--- src/rtl/bus_transfer_sequencer.sv ---
// Initiator for a single source-to-destination move on the shared tri-state bus.
// Runs drive -> settle -> capture -> hold -> release so only one source ever drives.
module bus_transfer_sequencer #(
    parameter int unsigned SETTLE_CYCLES = 1
) (
    input  logic       clk,
    input  logic       rst,
    input  logic       req_valid,
    output logic       req_ready,
    input  logic [1:0] req_src,
    input  logic [1:0] req_dst,
    input  logic [7:0] bus_in,
    output logic [3:0] oe_n,
    output logic [3:0] cp,
    output logic       busy,
    output logic       done,
    output logic       err,
    output logic [7:0] bus_data
);

    typedef enum logic [2:0] {
        IDLE,
        REJECT,
        DRIVE,
        LATCH,
        HOLD
    } state_t;

    localparam logic [3:0] CNT_LOAD = 4'(SETTLE_CYCLES - 1);

    state_t     state_q, state_d;
    logic [3:0] cnt_q, cnt_d;
    logic [1:0] src_q, src_d;
    logic [1:0] dst_q, dst_d;
    logic [3:0] oe_n_q, oe_n_d;
    logic [3:0] cp_q, cp_d;
    logic       busy_q, busy_d;
    logic       done_q, done_d;
    logic       err_q, err_d;
    logic [7:0] bus_data_q, bus_data_d;
    logic [3:0] src_hot, dst_hot;

    assign req_ready = (state_q == IDLE) && !rst;

    always_comb begin
        state_d    = state_q;
        cnt_d      = cnt_q;
        src_d      = src_q;
        dst_d      = dst_q;
        done_d     = 1'b0;
        err_d      = 1'b0;
        bus_data_d = bus_data_q;
        case (state_q)
            IDLE: begin
                if (req_valid && req_ready) begin
                    src_d = req_src;
                    dst_d = req_dst;
                    if (req_src != req_dst) begin
                        state_d = DRIVE;
                        cnt_d   = CNT_LOAD;
                    end else begin
                        state_d = REJECT;
                    end
                end
            end
            REJECT: begin
                state_d = IDLE;
                done_d  = 1'b1;
                err_d   = 1'b1;
            end
            DRIVE: begin
                if (cnt_q == 4'd0) begin
                    state_d = LATCH;
                end else begin
                    cnt_d = cnt_q - 4'd1;
                end
            end
            LATCH: begin
                state_d    = HOLD;
                bus_data_d = bus_in;
            end
            HOLD: begin
                state_d = IDLE;
                done_d  = 1'b1;
            end
            default: state_d = IDLE;
        endcase
    end

    for (genvar gi = 0; gi < 4; gi++) begin : g_decode
        assign src_hot[gi] = (src_d == 2'(gi));
        assign dst_hot[gi] = (dst_d == 2'(gi));
    end

    // Bus-side outputs are decoded from the upcoming state so they change on the same edge.
    always_comb begin
        oe_n_d = 4'b1111;
        cp_d   = 4'b0000;
        busy_d = 1'b0;
        case (state_d)
            REJECT: busy_d = 1'b1;
            DRIVE, HOLD: begin
                oe_n_d = ~src_hot;
                busy_d = 1'b1;
            end
            LATCH: begin
                oe_n_d = ~src_hot;
                cp_d   = dst_hot;
                busy_d = 1'b1;
            end
            default: ;
        endcase
    end

    always_ff @(posedge clk) begin
        if (rst) begin
            state_q    <= IDLE;
            cnt_q      <= 4'd0;
            src_q      <= 2'd0;
            dst_q      <= 2'd0;
            oe_n_q     <= 4'b1111;
            cp_q       <= 4'b0000;
            busy_q     <= 1'b0;
            done_q     <= 1'b0;
            err_q      <= 1'b0;
            bus_data_q <= 8'h00;
        end else begin
            state_q    <= state_d;
            cnt_q      <= cnt_d;
            src_q      <= src_d;
            dst_q      <= dst_d;
            oe_n_q     <= oe_n_d;
            cp_q       <= cp_d;
            busy_q     <= busy_d;
            done_q     <= done_d;
            err_q      <= err_d;
            bus_data_q <= bus_data_d;
        end
    end

    assign oe_n     = oe_n_q;
    assign cp       = cp_q;
    assign busy     = busy_q;
    assign done     = done_q;
    assign err      = err_q;
    assign bus_data = bus_data_q;

endmodule
--- config.mk ---
export PLATFORM = sky130hd
export DESIGN_NAME = bus_transfer_sequencer
export DESIGN_NICKNAME = d
export VERILOG_FILES = /design/src/rtl/bus_transfer_sequencer.sv
export SDC_FILE = /design/constraint.sdc
export NUM_CORES = 1
export LEC_CHECK = 0
export CORE_ASPECT_RATIO = 0.7
export CORE_MARGIN = 5
export CORE_UTILIZATION = 45
export CTS_CLUSTER_SIZE = 20
export DETAILED_ROUTE_END_ITERATION = 8
export PLACE_DENSITY = 0.76
export SYNTH_ARGS = -nofsm -noshare
export SYNTH_HDL_FRONTEND = slang
export SYNTH_SLANG_ARGS = --single-unit
--- constraint.sdc ---
create_clock -name clk -period 4.19 [get_ports clk]
set_clock_uncertainty 0.15 [all_clocks]
set_input_delay 0.419 -clock clk [delete_from_list [all_inputs] [get_ports clk]]
set_output_delay 0.419 -clock clk [all_outputs]
set_load 0.03 [all_outputs]
==> qor.yml <==
grt_max_degree: 30
cts_root_buf: "clkbuf_8"
ys_warn_count: 0
hpwlAfterDp_um: 2121
cts_buffers: 5
setup_viol: 0
slew_headroom: 0.4627
rsz0062_at_grt: "false"
power_density_nw_per_um2: 405.5
path_clk_slew_ns: 0.06
multi_input_area_um2: 594.3
grt_pass1_wl_um: 4464
pre_cts_ws_ns: 1.664
clockBufferDepth: 2
num_io_pins: 35
critical_path.max_fanout: 29
regArea_um2: 600.6
synthToLayoutAreaGrowth_pct: 37.43
syn_area_um2: 1254
synthDistinctLibCells: 37
drc: 0
routed_wirelength_um: 2871
whs_ns: 0.3396
fillCellCount: 217
synth-seq-area-share: 0.4790
tightestPinTransition_ns: 0.8043
gp_congestion: 0.7910
first_global_vias: 995
slew_viol_final: 0
status: "complete, no violations"
final_area_um2: 1723
fin_util: 0.6282
fin_nets: 182
ys_ff_latch: 30
ctsHoldBuffers: 0
dp.cells: 195
wl_per_cell_um: 14.21
synth-async-reset-ratio: 0
criticalPathCategory: "input pin to output pin"
post-route-period-util: 0.6006
die_h_um: 54.16
drt_iter0_drc: 45
grt_usage: 0.1490
antenna_cells: 0
crit_path_end_kind: "output pin"
h-tree-depth: 2
instances_no_fill: 202
clk_latency_ns: 0.28
cts.sinks: 30
cts_tree: "built"
die_area_um2: 3958
cellLeakagePower_nw: 0.6679
dr.pass1.iters: 5
arrival_ns: 1.95
drt-vias-per-instance: 5.386
hold_class: "register to register"
setup_ws_ns: 1.673
vias: 1088
cap_violations: 0
start_kind: "input pin"
totalPowerFinal_uw: 698.6
cts_resized: 0
start_util: 0.4571
antenna_left: 0
drive_above_1_share: 0.06627
finalSetupTns_ns: 0
antenna_found_initial: 0
synth_edf_count: 0
synthFlopType: "dfxtp_1"
syn-num-nets: 149
syn_inst: 133
cts_setup_buffers: 0
chipWidth_um: 73.09
synth_area_per_cell_um2: 9.426
fmax_mhz: 397.4
cp_data_required_time_ns: 3.62
irDropWorstVdd_v: 0.0002488
coreArea_um2: 2743
overflow: 0
min_period_ns: 2.517
portBuffers: 34
finalHoldViolations: 0
post_dp_cell_area_um2: 1610
rows: 16
## cells by family after synthesis
kind of cell | share of synthesized area
xor+xnor | 0.02096
fa+ha+maj | 0.009978
flops | 0.4790
compound gates | 0.1467
buf+inv | 0.04691
simple gates | 0.2325
mux | 0.06387
## layout by cell type, fill, tap and decap left out
cell	n
inv_1	6
nor3b_1	1
a21oi_1	7
or3b_1	1
nand3_1	4
clkdlybuf4s50_1	34
a211oi_2	2
a21boi_0	2
o41ai_1	1
a31oi_1	1
ha_1	1
dfxtp_1	30
a2111o_1	1
clkbuf_8	6
o31ai_1	2
nand3b_1	2
nor4_1	2
or4_1	2
o21ai_0	7
a22oi_1	1
nor3_1	8
nor2_1	12
xnor2_1	3
or4b_1	1
and3_1	2
nand2_1	1
nand2b_1	3
a32oi_1	1
bufinv_16	1
buf_4	1
nor4b_1	3
o21a_1	1
nor2b_1	2
or3_1	2
and4b_1	2
or4_4	1
a2bb2oi_1	1
mux2i_1	8
## critical path: stages
cell	delay (ns)
clkdlybuf4s50_1	0.39
buf_4	0.22
nor4_1	0.20
clkdlybuf4s50_1	0.72
## Yosys cell counts, drive strengths merged (3+ instances only)
library cell,count,area [µm²]
buf,4,17.52
or4,3,26.27
dfxtp,30,600.6
nor2,12,45.04
xnor2,3,26.28
mux2i,8,80.08
inv,6,22.52
nor3,8,40.04
clkbuf,5,18.77
o21ai,7,35.03
nand3,4,20.02
nor4b,3,26.28
a21oi,7,35.03
nand2b,3,18.77
## per-layer routing
layer,GRT usage,wire length (µm),up-vias,part of all wire
met1,0.1980,1374,498,0.48
met4,0.05521,31,0,0.011
met3,0.04851,220,5,0.077
met2,0.2255,1245,38,0.43
li1,-,-,547,-
met5,0,0,-,0
## area by class of cell
type | instances | share of cell area
clock inverters | 1 | 0.01743
well taps | 36 | 0.02614
clock buffers | 6 | 0.04793
inverters | 6 | 0.01307
repair buffers | 35 | 0.2019
flip-flops and latches | 30 | 0.3486
multi-input cells | 88 | 0.3450
## state kept, by name, indices dropped and copies added, names as in the netlist
register	flops
cp	4
err	1
state_q	3
oe_n	4
done	1
bus_data	8
dst_q	2
src_q	2
busy	1
cnt_q	4
## worst paths after layout
path,cells after the start,slack (ns),start,end
worst max-delay path,4,1.67,rst,req_ready
worst min-delay path,1,0.34,dst_q[0]$_SDFF_PP0_,cp[2]$_SDFF_PP0_
worst max register to register,3,2.05,state_q[1]$_SDFF_PP0_,cnt_q[3]$_SDFFE_PP0P_
worst min register to register,1,0.34,dst_q[0]$_SDFF_PP0_,cp[2]$_SDFF_PP0_
## where the power goes
group | total [mW] | switching, mW | internal, mW
Combinational | 0.0963 | 0.0517 | 0.0445
Clock | 0.290 | 0.100 | 0.190
Sequential | 0.312 | 0.0149 | 0.297
Total | 0.699 | 0.167 | 0.532
(Power assumes the default switching activity.)
